`config.mk`:
```
export PLATFORM = sky130hd
export DESIGN_NAME = quote_order_scheduler
export DESIGN_NICKNAME = d
export VERILOG_FILES = /design/src/rtl/quote_order_scheduler.sv
export SDC_FILE = /design/constraint.sdc
export NUM_CORES = 1
export LEC_CHECK = 0
export ABC_CLOCK_PERIOD_IN_PS = 4100
export BUFFER_PORTS_ARGS = -buffer_cell sky130_fd_sc_hd__buf_2
export CAP_MARGIN = 20
export CORE_AREA = 3 3 301 155
export DETAILED_ROUTE_END_ITERATION = 8
export DIE_AREA = 0 0 304 158
export GPL_ROUTABILITY_DRIVEN = 0
export GPL_TIMING_DRIVEN = 1
export PLACE_DENSITY = 0.55
export SYNTH_ARGS = -nofsm -noshare
export SYNTH_HDL_FRONTEND = slang
export SYNTH_SLANG_ARGS = --single-unit
```
`constraint.sdc`:
```
create_clock -name i_clk -period 4.1 [get_ports i_clk]
set_input_delay 0.205 -clock i_clk [delete_from_list [all_inputs] [get_ports i_clk]]
set_output_delay 0.205 -clock i_clk [all_outputs]
set_load 0.005 [all_outputs]
```
`src/rtl/quote_order_scheduler.sv`:
```
// rtl/quote_order_scheduler.sv - quote-to-order burst sequencer with cooldown and flatten
module quote_order_scheduler #(
    parameter int DATA_WIDTH = 32,
    parameter int QTY_WIDTH  = 16,
    parameter int ID_WIDTH   = 16,
    parameter int ORDER_QTY  = 100,
    parameter int MIN_GAP    = 16
) (
    input  logic                  i_clk,
    input  logic                  i_rst_n,
    input  logic [DATA_WIDTH-1:0] i_buy_price,
    input  logic [DATA_WIDTH-1:0] i_ask_price,
    input  logic                  i_quote_valid,
    input  logic                  i_enable,
    output logic                  o_order_valid,
    input  logic                  i_order_ready,
    output logic [1:0]            o_order_type,
    output logic [DATA_WIDTH-1:0] o_order_price,
    output logic [QTY_WIDTH-1:0]  o_order_qty,
    output logic [ID_WIDTH-1:0]   o_order_id,
    output logic                  o_live_buy,
    output logic                  o_live_sell,
    output logic [DATA_WIDTH-1:0] o_live_buy_price,
    output logic [DATA_WIDTH-1:0] o_live_ask_price,
    output logic                  o_busy,
    output logic                  o_drop_pulse
);

    localparam int GAP_W = $clog2(MIN_GAP + 1);
    localparam logic [GAP_W-1:0]     GAP_LOAD = GAP_W'(MIN_GAP);
    localparam logic [QTY_WIDTH-1:0] QTY_NEW  = QTY_WIDTH'(ORDER_QTY);
    localparam logic [ID_WIDTH-1:0]  ID_ONE   = ID_WIDTH'(1);

    typedef enum logic [2:0] {
        S_IDLE, S_CXL_BUY, S_NEW_BUY, S_CXL_SELL, S_NEW_SELL, S_FLAT_BUY, S_FLAT_SELL
    } state_t;

    state_t                state, state_n;
    logic                  pend_v;
    logic [DATA_WIDTH-1:0] pend_buy, pend_ask;
    logic [DATA_WIDTH-1:0] work_buy, work_ask, work_buy_n, work_ask_n;
    logic [GAP_W-1:0]      gap_cnt;
    logic [ID_WIDTH-1:0]   id_cnt, id_cnt_n, id_inc;
    logic [ID_WIDTH-1:0]   live_buy_id, live_sell_id, live_buy_id_n, live_sell_id_n;
    logic                  live_buy_n, live_sell_n;
    logic [DATA_WIDTH-1:0] live_buy_px_n, live_ask_px_n;
    logic                  quote_ok, xfer, take, in_burst, load_gap, sell_needs;
    logic [1:0]            type_n;
    logic [DATA_WIDTH-1:0] price_n;
    logic [QTY_WIDTH-1:0]  qty_n;
    logic [ID_WIDTH-1:0]   id_n;

    assign quote_ok = i_quote_valid && i_enable && (i_buy_price != '0) &&
                      (i_ask_price != '0) && (i_buy_price < i_ask_price);
    assign xfer     = o_order_valid && i_order_ready;
    assign in_burst = (state == S_CXL_BUY) || (state == S_NEW_BUY) ||
                      (state == S_CXL_SELL) || (state == S_NEW_SELL);
    // Id 0 is reserved, so the counter skips it on wrap.
    assign id_inc     = (id_cnt == '1) ? ID_ONE : id_cnt + ID_ONE;
    assign sell_needs = !o_live_sell || (work_ask != o_live_ask_price);

    always_comb begin
        state_n        = state;
        take           = 1'b0;
        load_gap       = 1'b0;
        work_buy_n     = work_buy;
        work_ask_n     = work_ask;
        live_buy_n     = o_live_buy;
        live_sell_n    = o_live_sell;
        live_buy_px_n  = o_live_buy_price;
        live_ask_px_n  = o_live_ask_price;
        live_buy_id_n  = live_buy_id;
        live_sell_id_n = live_sell_id;
        id_cnt_n       = id_cnt;
        type_n         = 2'd0;
        price_n        = '0;
        qty_n          = '0;
        id_n           = '0;

        if (state == S_IDLE) begin
            if (!i_enable && (o_live_buy || o_live_sell)) begin
                state_n = o_live_buy ? S_FLAT_BUY : S_FLAT_SELL;
            end else if (pend_v && i_enable && (gap_cnt == '0)) begin
                take       = 1'b1;
                work_buy_n = pend_buy;
                work_ask_n = pend_ask;
                if (!o_live_buy || (pend_buy != o_live_buy_price))
                    state_n = o_live_buy ? S_CXL_BUY : S_NEW_BUY;
                else if (!o_live_sell || (pend_ask != o_live_ask_price))
                    state_n = o_live_sell ? S_CXL_SELL : S_NEW_SELL;
            end
        end else if (xfer) begin
            case (state)
                S_CXL_BUY, S_FLAT_BUY: begin
                    live_buy_n    = 1'b0;
                    live_buy_px_n = '0;
                end
                S_NEW_BUY: begin
                    live_buy_n    = 1'b1;
                    live_buy_px_n = work_buy;
                    live_buy_id_n = id_cnt;
                    id_cnt_n      = id_inc;
                end
                S_CXL_SELL, S_FLAT_SELL: begin
                    live_sell_n   = 1'b0;
                    live_ask_px_n = '0;
                end
                S_NEW_SELL: begin
                    live_sell_n    = 1'b1;
                    live_ask_px_n  = work_ask;
                    live_sell_id_n = id_cnt;
                    id_cnt_n       = id_inc;
                end
                default: ;
            endcase
            case (state)
                S_CXL_BUY:  state_n = S_NEW_BUY;
                S_NEW_BUY:  state_n = sell_needs ? (o_live_sell ? S_CXL_SELL : S_NEW_SELL) : S_IDLE;
                S_CXL_SELL: state_n = S_NEW_SELL;
                S_FLAT_BUY: state_n = o_live_sell ? S_FLAT_SELL : S_IDLE;
                default:    state_n = S_IDLE;
            endcase
            // Disable lands here only once the in-flight message has gone out.
            if (!i_enable && in_burst)
                state_n = live_buy_n ? S_FLAT_BUY : (live_sell_n ? S_FLAT_SELL : S_IDLE);
            load_gap = in_burst && (state_n == S_IDLE);
        end

        case (state_n)
            S_NEW_BUY: begin
                type_n = 2'd0; price_n = work_buy_n; qty_n = QTY_NEW; id_n = id_cnt_n;
            end
            S_NEW_SELL: begin
                type_n = 2'd1; price_n = work_ask_n; qty_n = QTY_NEW; id_n = id_cnt_n;
            end
            S_CXL_BUY, S_FLAT_BUY: begin
                type_n = 2'd2; price_n = live_buy_px_n; id_n = live_buy_id_n;
            end
            S_CXL_SELL, S_FLAT_SELL: begin
                type_n = 2'd3; price_n = live_ask_px_n; id_n = live_sell_id_n;
            end
            default: ;
        endcase
    end

    always_ff @(posedge i_clk) begin
        if (!i_rst_n) begin
            state            <= S_IDLE;
            pend_v           <= 1'b0;
            pend_buy         <= '0;
            pend_ask         <= '0;
            work_buy         <= '0;
            work_ask         <= '0;
            gap_cnt          <= '0;
            id_cnt           <= ID_ONE;
            live_buy_id      <= '0;
            live_sell_id     <= '0;
            o_live_buy       <= 1'b0;
            o_live_sell      <= 1'b0;
            o_live_buy_price <= '0;
            o_live_ask_price <= '0;
            o_order_valid    <= 1'b0;
            o_busy           <= 1'b0;
            o_order_type     <= 2'd0;
            o_order_price    <= '0;
            o_order_qty      <= '0;
            o_order_id       <= '0;
            o_drop_pulse     <= 1'b0;
        end else begin
            state        <= state_n;
            o_drop_pulse <= i_quote_valid && i_enable && !quote_ok;

            // A same-cycle capture overrides the consume of the older quote.
            if (!i_enable) begin
                pend_v <= 1'b0;
            end else if (quote_ok) begin
                pend_v   <= 1'b1;
                pend_buy <= i_buy_price;
                pend_ask <= i_ask_price;
            end else if (take) begin
                pend_v <= 1'b0;
            end

            work_buy         <= work_buy_n;
            work_ask         <= work_ask_n;
            id_cnt           <= id_cnt_n;
            live_buy_id      <= live_buy_id_n;
            live_sell_id     <= live_sell_id_n;
            o_live_buy       <= live_buy_n;
            o_live_sell      <= live_sell_n;
            o_live_buy_price <= live_buy_px_n;
            o_live_ask_price <= live_ask_px_n;

            if (load_gap)
                gap_cnt <= GAP_LOAD;
            else if (gap_cnt != '0)
                gap_cnt <= gap_cnt - GAP_W'(1);

            if (state_n != state) begin
                o_order_valid <= (state_n != S_IDLE);
                o_busy        <= (state_n != S_IDLE);
                o_order_type  <= type_n;
                o_order_price <= price_n;
                o_order_qty   <= qty_n;
                o_order_id    <= id_n;
            end
        end
    end

endmodule

```
Yosys cells after proc, flatten, opt, wreduce, memory -nomap -nowiden
Index checks and enable logic that the tools add are counted.
{"block": "totals", "ff_bits": 319}
{"block": "classes", "n_eq_ne": 17, "n_bitwise": 2, "n_lt_le_gt_ge": 1, "n_reduce_logical": 41, "n_addsub": 2, "n_mux": 58}
{"operator": "32-bit 2-to-1 mux", "count": 10}
{"operator": "16-bit 2-to-1 mux", "count": 10}
{"operator": "32-bit one-hot mux with 2 select lines", "count": 2}
{"operator": "32-bit one-hot mux with 4 select lines", "count": 1}
{"operator": "32-bit != test", "count": 3}
{"operator": "32-bit nonzero test", "count": 2}
{"operator": "16-bit one-hot mux with 3 select lines", "count": 1}
{"operator": "3-bit 2-to-1 mux", "count": 14}
{"operator": "32-bit less-than comparator", "count": 1}
{"operator": "3-bit == test, second input constant", "count": 6}
{"operator": "16-bit by 1-bit adder with 16-bit output, second input constant", "count": 1}
{"operator": "16-bit == test, second input constant", "count": 1}
{"operator": "2-bit OR reduction", "count": 7}
{"operator": "3-bit by 2-bit == test with 1-bit output, second input constant", "count": 4}
{"operator": "3-bit one-hot mux with 4 select lines", "count": 1}
{"operator": "1-bit logical AND", "count": 11}
{"operator": "1-bit 2-to-1 mux", "count": 11}
{"operator": "5-bit 2-to-1 mux", "count": 2}
{"operator": "1-bit logical OR", "count": 7}
{"operator": "7-bit 2-to-1 mux", "count": 1}
{"operator": "3-bit by 1-bit == test with 1-bit output, second input constant", "count": 2}
{"operator": "3-bit zero test", "count": 2}
{"operator": "2-bit one-hot mux with 3 select lines", "count": 1}
{"operator": "2-bit AND reduction", "count": 3}
{"operator": "other kinds (10)", "count": 17}

Logic depth before layout (Yosys ltp)
Gate-level depths: netlist of run 1.
{"block": "depth", "depth_word": 15, "depth_mapped": 16, "mapped_depth_nobuf": 12}

Worst setup path before layout of run 1
OpenSTA, ideal clock, no wires.
{"block": "synth_path", "path_type": "flip-flop to flip-flop", "from": "register gap_cnt[0]", "to": "register o_order_id[2]", "setup_time_ns": 0.068, "stages_incl_launch_ff": 15, "arrival_ns": 2.873, "setup_slack_ns": 1.159, "n_path_buf": 2, "cell_sequence": "dfxtp_1 -> inv_1 -> ha_1 -> nor4b_4 -> nand3_1 -> mux2i_1 -> a221oi_1 -> a21oi_2 -> or4_1 -> clkbuf_1 -> nand2_2 -> buf_2 -> nand2_1 -> o2bb2ai_1 -> o2bb2ai_2"}
{"block": "synth_via", "elab_chain_cells": 8, "elab_cells_between_ends": 16, "cone_classes": "eq/ne (7); mux (4); reduce/logical (5)"}
{"element": "from (decl)", "line_no": "42", "source": "logic [GAP_W-1:0] gap_cnt;"}
{"element": "from (signal assigned)", "line_no": "197", "source": "gap_cnt <= gap_cnt - GAP_W'(1);"}
{"element": "5-bit zero test (*)", "line_no": "83", "source": "end else if (pend_v && i_enable && (gap_cnt == '0)) begin"}
{"element": "1-bit logical AND (*)", "line_no": "83"}
{"element": "3-bit 2-to-1 mux (*)", "line_no": "83"}
{"element": "3-bit 2-to-1 mux (*)", "line_no": "81", "source": "if (!i_enable && (o_live_buy || o_live_sell)) begin"}
{"element": "3-bit 2-to-1 mux (*)", "line_no": "80", "source": "if (state == S_IDLE) begin"}
{"element": "3-bit by 2-bit == test with 1-bit output (tied with other cells)", "line_no": "129", "source": "case (state_n)"}
{"element": "2-bit OR reduction, on equally long branches"}
{"element": "16-bit one-hot mux with 3 select lines", "line_no": "129"}
{"element": "to (signal assigned)", "line_no": "205", "source": "o_order_id <= id_n;"}
{"element": "to (decl)", "line_no": "20", "source": "output logic [ID_WIDTH-1:0] o_order_id,"}
Mark *: on every way between the ends. The rest lies on a longest branch, timed or not.
A chain may end at the register's enable or synchronous reset.

Worst setup path in the final report of run 1
{"block": "layout_path", "from": "register o_live_ask_price[13]", "to": "register o_order_price[15]"}
{"block": "layout_via", "elab_chain_cells": 12, "elab_cells_between_ends": 25, "cone_classes": "eq/ne (9); mux (12); reduce/logical (4)"}
{"element": "from (decl)", "line_no": "24", "source": "output logic [DATA_WIDTH-1:0] o_live_ask_price,"}
{"element": "from (signal assigned)", "line_no": "192", "source": "o_live_ask_price <= live_ask_px_n;"}
{"element": "32-bit != test", "line_no": "60", "source": "assign sell_needs = !o_live_sell || (work_ask != o_live_ask_price);"}
{"element": "1-bit logical OR", "line_no": "60"}
{"element": "3-bit 2-to-1 mux", "line_no": "118", "source": "S_NEW_BUY: state_n = sell_needs ? (o_live_sell ? S_CXL_SELL : S_NEW_SELL) : S_IDLE;"}
{"element": "3-bit one-hot mux with 4 select lines", "line_no": "116", "source": "case (state)"}
{"element": "3-bit 2-to-1 mux", "line_no": "124", "source": "if (!i_enable && in_burst)"}
{"element": "3-bit 2-to-1 mux", "line_no": "92", "source": "end else if (xfer) begin"}
{"element": "3-bit 2-to-1 mux", "line_no": "80"}
{"element": "3-bit 2-to-1 mux", "line_no": "92"}
{"element": "3-bit 2-to-1 mux (*)", "line_no": "80"}
{"element": "3-bit by 2-bit == test with 1-bit output (tied with other cells)", "line_no": "129"}
{"element": "2-bit OR reduction", "line_no": "129"}
{"element": "32-bit one-hot mux with 4 select lines", "line_no": "129"}
{"element": "to (signal assigned)", "line_no": "203", "source": "o_order_price <= price_n;"}
{"element": "to (decl)", "line_no": "18", "source": "output logic [DATA_WIDTH-1:0] o_order_price,"}
Mark *: on every way between the ends. The rest lies on a longest branch, timed or not. The select of a mux whose other input is x is not followed.

==> results list, run 1 <==
- Number of nets in the finished design: between 1,500 and 2,000
- Post-synth ARST share: 0%
- Iteration-0 DRC count of the detailed router: approximately 1,200
- For the pin with the worst max-slew slack, the measured transition is around 1.1 ns.
- Cell types with the largest area share after synthesis: dfxtp_1 40%, mux2i_1 11%, nor2b_1 4.7%
* I/O pin count: between 200 and 250
- The count of nets left with antenna violations once routing finished came out at 0.
- Resized cells post-CTS: 0
* Via count of the first global-routing pass: about 12,000
* Clock Power Share: between 30% and 40%
* Residual DRC count: 0
- For the worst setup path, the data arrival time is approximately 4.3 ns.
* Average size of a mapped cell: roughly 9.5 µm²
* Number of I/O port buffers: 190
- The finished cells cover 18,470 µm².
- Post-synth top area cell: dfxtp_1
- The synthesized netlist occupies a cell area of 15,380 µm².
- Once placement finished, the instance area stood at approximately 17,000 µm².
- Dividing the final minimum period by the clock period gives just over 90%.
- In this run the power density over the cells is 427.8 nW/µm².
* Number of vias per cell after detailed routing: approximately 5.3
- The post-route netlist has 18.73% of its cells at a drive strength greater than 1.
- The first global-routing pass estimated around 79 mm of wire.
- After synthesis, the netlist uses between 60 and 70 different library cells.
* Maximum count of clock buffers along a single path: 3
* Most frequent cells in the layout: 304 x dfxtp_1, 189 x buf_2, 170 x mux2i_1, 163 x nand2_1, 116 x nor2b_1
- Sequential cells were found to cover between 30% and 40% of the synthesized design area.
- Half-perimeter wire length of the detailed placement result: around 37 mm
- In this run the power spent charging and discharging nets is 2.575 mW.
- In this run switching power makes up between 30% and 40% of total power.
- Max-cap viol count: 0
- The clock arrives with roughly 0.017 ns of skew.
- Utilization after layout: about 42%
- Peak supply drop: about 290 µV
- The later pin in the worst-skew pair is clocked with a latency of about 0.57 ns.
- Classification of the worst setup path: register to register
- Hold Fails Final Rpt: 0
* Total power: 7.904 mW
- Die Y-Extent: between 150 and 200 µm
- Including well taps, the total number of placed cells is roughly 2,300.
- At the worst endpoint, the required time is roughly 4.6 ns.
* Final cell count without fillers: roughly 2,400
- TritonCTS clock tree: done
* Antenna violations before repair: 0
- Placeable core region: 43,710 µm²
- H-tree levels: 1
- Hold repair after CTS inserted 61 buffers.
* Number of warnings issued by yosys: 0
- The number of max-slew violations in the final report was 0.
* Synth-to-Final Area Change: 20.12%
* Clock sink total: ~300
* Number of synthesized flops with an enable pin: 0
- GRT Resource Usage Total: about a fifth
* Proportion of power drawn by combinational gates: between 20% and 30%
- Area of the die: ~48,000 µm²
* Number of synthesized register bits: 304
* Top_reg_cell synth: dfxtp_1
- Internal power comes to between 5 and 6 mW.
- Setup repair after global routing left no endpoint under its margin.
- TritonCTS Buffers: 30
- The path class of the tightest hold or removal check is primary input to register.
* CTS clock-pin slew for the worst setup and hold paths: ~0.070 ns
- The tree is rooted in a clkbuf_16.
- The library cell used most frequently in the layout, excluding fill and tap cells, is dfxtp_1.
- Leakage power: roughly 7.4 nW
- In this run the horizontal extent of the chip is about 300 µm.
* Result of the run: finished, final reports clean
* Max Fanout on Critical Path: 23
- Max transition margin: roughly 28%
* Largest net degree at the start of global routing: 138
- Aggregate global routing overflow: 0
- Sequential share of power: about 40%
- Total wirelength of the detailed-routed design: approximately 53 mm
- Post-CTS Setup Bufs: 0
- Minimum clock period after layout: 3.790 ns
* Startpoint types: register
- Of the post-synthesis cell area, the dominant cell type holds around two fifths.
- The first TritonRoute pass finished after 7 iterations.
- In the final routed layout, each cell accounts on average for ~22 µm.
- Kind of end point of the critical path: register
* Final setup fails: 0
* Effective utilization at floorplan: 35.18%
* Setup TNS: 0 ns
* Routed via count: approximately 13,000
- Derived from the worst setup path, the maximum achievable clock frequency is roughly 260 MHz.
* Number of standard-cell rows in the floorplan: 54
* Post-Synthesis Cells: 1,611
path summary, 6_finish.rpt:
path / from / endpoint / slack [ns] / cells past startpoint
setup / recovery: o_live_ask_price[13] / o_order_price[15] / 0.31 / 10
hold / removal: i_buy_price[1] / pend_buy[1] / 0.02 / 3
setup reg to reg: o_live_ask_price[13] / o_order_price[15] / 0.31 / 10
hold reg to reg: o_order_id[4] / o_order_id[4] / 0.46 / 1
layout make-up:
cell class	count	area, µm²
fill	4323	25240
timing repair buffer	287	1891
clock inverter	10	85.08
sequential	304	6086
clock buffer	44	914.6
inverter	40	150.1
antenna	1	2.502
tap	588	735.7
multi-input combinational	1146	8610
worst max-delay path: stages, from the launching register on:
cell and delay [ns]:
dfxtp_1 0.36, xnor2_1 0.26, nand4_1 0.18, nor4_1 0.49
a21oi_1 0.26, and2_1 0.28, o31ai_4 0.80, buf_4 0.48
o22ai_1 0.13, a222oi_1 0.31, o2bb2ai_2 0.10
power by group through the flow:
stage | registers [mW] | logic (mW) | clock network, mW
6_report | 3.16 | 1.90 | 2.84
5_1_grt | 3.17 | 2.03 | 3.00
4_1_cts | 3.16 | 1.89 | 2.88
3_5_place_dp | 3.23 | 1.84 | 0
3_3_place_gp | 3.23 | 1.83 | 0
2_1_floorplan | 3.20 | 1.24 | 0
metal layers:
metal	global-route usage, %	wire (µm)
met1	28.95	24390
met2	34.56	24070
met3	3.650	2878
met4	7.724	2001
met5	0	0
cell families after synthesis:
kind of cell | Yosys count | synth area share, %
flip-flops | 304 | 39.57
AO/OA/AOI/OAI | 303 | 17.21
multiplexers | 172 | 11.21
AND/OR/NAND/NOR | 513 | 17.86
XOR/XNOR | 112 | 6.378
adder cells (fa/ha/maj) | 33 | 2.685
buffers and inverters | 173 | 5.060
other | 1 | 0.02438
synthesized netlist by cell type, types with 25 or more instances:
cell type,n
nor4_1,33
xor2_1,66
inv_1,40
ha_1,33
nand4_1,26
nor2_1,35
dfxtp_1,304
o22ai_1,50
o2bb2ai_2,40
and2_1,83
nor2b_1,116
mux2i_1,170
a222oi_1,30
nand2_1,164
xnor2_1,46
buf_2,25
clkbuf_1,79
a22o_1,61
per-stage QoR:
step | hold slack, ns | worst slack (ns)
after global placement | 0.4573 | 0.4499
after floorplan | 0.3471 | 1.159
after CTS | 0.0005693 | 0.3974
after detailed placement | 0.4557 | 0.4063
final | 0.01571 | 0.3100
after global routing | 0.01994 | 0.08039
sequential cells by signal, indices dropped and copies added, names as in the netlist:
register          flops
o_busy                1
o_drop_pulse          1
id_cnt               16
o_live_ask_price     32
state                 3
o_order_price        32
work_buy             32
o_live_buy_price     32
live_buy_id          16
o_order_type          2
live_sell_id         16
work_ask             32
o_live_buy            1
o_order_qty           1
gap_cnt               5
pend_ask             32
pend_buy             32
o_order_id           16
pend_v                1
o_live_sell           1
Note: power is estimated with default switching activity, not from simulation.
==> run 2: changes to the inputs <==
--- a/config.mk
+++ b/config.mk
@@ -8,12 +8,13 @@
 export ABC_CLOCK_PERIOD_IN_PS = 4100
 export BUFFER_PORTS_ARGS = -buffer_cell sky130_fd_sc_hd__buf_2
 export CAP_MARGIN = 20
-export CORE_AREA = 3 3 301 155
+export CORE_AREA = 3 3 204 226
 export DETAILED_ROUTE_END_ITERATION = 8
-export DIE_AREA = 0 0 304 158
+export DIE_AREA = 0 0 207 229
 export GPL_ROUTABILITY_DRIVEN = 0
 export GPL_TIMING_DRIVEN = 1
-export PLACE_DENSITY = 0.55
+export PLACE_DENSITY = 0.56
+export SKIP_LAST_GASP = 1
 export SYNTH_ARGS = -nofsm -noshare
 export SYNTH_HDL_FRONTEND = slang
 export SYNTH_SLANG_ARGS = --single-unit
==> results list, run 2 (synthesized netlist as in run 1, its figures left out) <==
- The actual slew at the worst max-slew pin came to 1.058 ns (-0.01531 ns).
- The number of buffers inserted by port buffering came to 190 (unchanged).
- Tracing the worst setup path back leads to its startpoint at o_live_ask_price[15].
* CTS clock-pin slew for the worst setup and hold paths: 0.06 ns (about the same)
* Half-perimeter wire length of the detailed placement result: 36.48 mm (-1.8%)
- Worst Hold Depth: 3 (unchanged)
* Kind of end point of the critical path: register
* Leakage power: 7.386 nW (-0.53%)
* Highest achievable clock rate: 266.3 MHz (+0.94%)
* Minimum clock period after layout: 3.755 ns (-0.03541 ns)
- The total vias in the final route was 12,880 (+0.0078%).
* I/O pin count: 204 (unchanged)
- The initial core utilization came to 34.81% (-0.38 points).
- Broken down by cell family, the worst path's largest delay share belongs to simple AND/OR/NAND/NOR gates.
- Setup repair after global routing left no endpoint under its margin.
- Clock insertion delay at the later pin of the skew report: 0.53 ns (-0.04 ns)
* Residual DRC count: 0 (unchanged)
- The library cell used most frequently in the layout, excluding fill and tap cells, is dfxtp_1.
* Max-cap viol count: 0 (unchanged)
* Placeable core region: 44,190 µm² (+1.1%)
- The floorplan die height came to 229 µm (+45%).
* Final setup fails: 0 (unchanged)
* Routed Antenna Nets: 0 (unchanged)
- The final core utilization is 41.60% (-0.66 points).
- Largest net degree at the start of global routing: 137 (-0.72%)
- The post-placement worst setup slack came to 0.4746 ns (+0.06836 ns).
- The area of the die came to 47,400 µm² (-1.3%).
- The post-route cell area was 18,380 µm² (-0.49%).
* Final cell count without fillers: 2,393 (-1.1%)
- The final worst-path setup slack was 0.3454 ns (+0.03541 ns).
- Total power: 8.083 mW (+2.3%)
- Worst flop-to-flop path endpoint: o_order_price[20]
- The iteration count of the initial detailed-routing pass came to 6 (-1).
- The worst setup path is of the register to register kind.
* GRT Resource Usage Total: 21.04% (-0.35 points)
- The routed via count divided by cell count came to 5.381 (+1.1%).
- The number of cells on the worst reg-to-reg path was 9 (-1).
- H-tree levels: 2 (+1)
* Antenna violations before repair: 0 (unchanged)
- The count of buffer and inverter cells on the critical path came to 0 (-1).
- Total wirelength of the detailed-routed design: 52.11 mm (-2.3%)
* Maximum count of clock buffers along a single path: 3 (unchanged)
* Worst hold slack across all endpoints: 0.001462 ns (-0.01425 ns)
- The areal power density over the cells came to 439.7 nW/µm² (+2.8%).
- The number of hold violations in the final report came to 0 (unchanged).
- In this run the critical register-to-register path is launched from o_live_ask_price[15].
- Setup Skew: 0.01860 ns (+0.001765 ns)
- The flow ran to the end, and the final reports show no timing, DRC or antenna violations.
- Max Fanout on Critical Path: 30 (+30%)
- The floorplan die width is 207 µm (-32%).
- TritonCTS clock tree: done
- Beginning of the worst hold path: i_buy_price[19]
* Reg-to-reg setup timing slack: 0.35 ns (+0.04 ns)
- Leaving out fill and tap cells, the most frequent cells in the layout are 304 x dfxtp_1, 189 x buf_2, 170 x mux2i_1, 163 x nand2_1, 116 x nor2b_1.
- The number of global-route vias before repair is 12,620 (+1.8%).
* Aggregate global routing overflow: 0 (unchanged)
* Number of nets in the finished design: 1,890 (-1.1%)
- The signal on the critical path passes through xnor2_1, nand4_1, nor4_1, a21oi_1, and2_1, or3_1, nor2_4, a222oi_1, o2bb2ai_2.
* Antenna Cells: 0 (-1)
* Share of cells above drive strength 1: 18.82% (+0.086 points)
- Worst EP arrival: 4.21 ns (-0.04 ns)
* Setup TNS: 0 ns (unchanged)
- Largest stage delay on the critical path: 0.86 ns (+0.06 ns)
* Fin crit share: 91.58% (-0.86 points)
- Peak supply drop: 315.4 µV (+8.1%)
* Startpoint types: register
- The TritonCTS buffer count was 35 (+17%).
- From synthesis to final layout, the design area changed by 19.53%.
- Iteration-0 DRC count of the detailed router: 1,112 (-8.8%)
- Number of standard-cell rows in the floorplan: 81 (+50%)
- Dpl cells: 2,289 (-0.65%)
* Post-CTS Setup Bufs: 0 (unchanged)
- Hold path endpoint: pend_buy[19]
- The wire length per cell after detailed routing is 21.77 µm (-1.2%).
* Final-report max-slew violation count: 0 (unchanged)
* Type of the most critical hold path: primary input to register
- Global-route wire length before repair: 78.73 mm (-0.70%)
- Data required, critical path: 4.55 ns (about the same)
* Clock sink total: 304 (unchanged)
* Area after DPL: 16,830 µm² (-0.17%)
- Clk root buf: clkbuf_16
* Standard cell with the maximum stage delay on the critical path: nor2_4
* Max transition margin: 29.33% (+1.1 points)
## run 2: area by class of cell
type / count / area, µm²
well taps: 581 / 726.9
repair buffers: 261 / 1685
fillers: 4394 / 25800
clock inverters: 8 / 47.55
clock buffers: 53 / 1074
inverters: 40 / 150.1
multi-input cells: 1146 / 8615
flip-flops and latches: 304 / 6086
## run 2: worst min-delay path, stage by stage
cell and delay, ns:
buf_2 0.12, nand2_1 0.08, mux2i_1 0.07
## run 2: what timing repair did
action	in CTS	in global routing
hold buffers	43	0
hold endpoints to repair	43	0
resized for setup	0	0
## run 2: how the worst max path moves through the flow
stage	endpoint	slack [ns]	cells after the start
after floorplan	o_order_id[2]	1.16	14
after global placement	o_order_id[15]	0.48	11
after detailed placement	o_order_price[28]	0.47	9
after CTS	o_order_price[20]	0.43	9
after global routing	o_order_id[15]	0.13	13
final	o_order_price[20]	0.35	9
## run 2: per-layer routing
metal	track usage [%]	routed length [µm]
met1	27.07	22310
met2	35.00	24360
met3	4.384	3544
met4	7.532	1900
met5	0	0
## run 2: power breakdown
part / switching (mW) / leakage (nW) / internal, mW / total (mW)
combinational: 1.17 / 4.37 / 0.643 / 1.81
sequential: 0.134 / 2.46 / 3.06 / 3.19
clock: 1.27 / 0.563 / 1.81 / 3.08
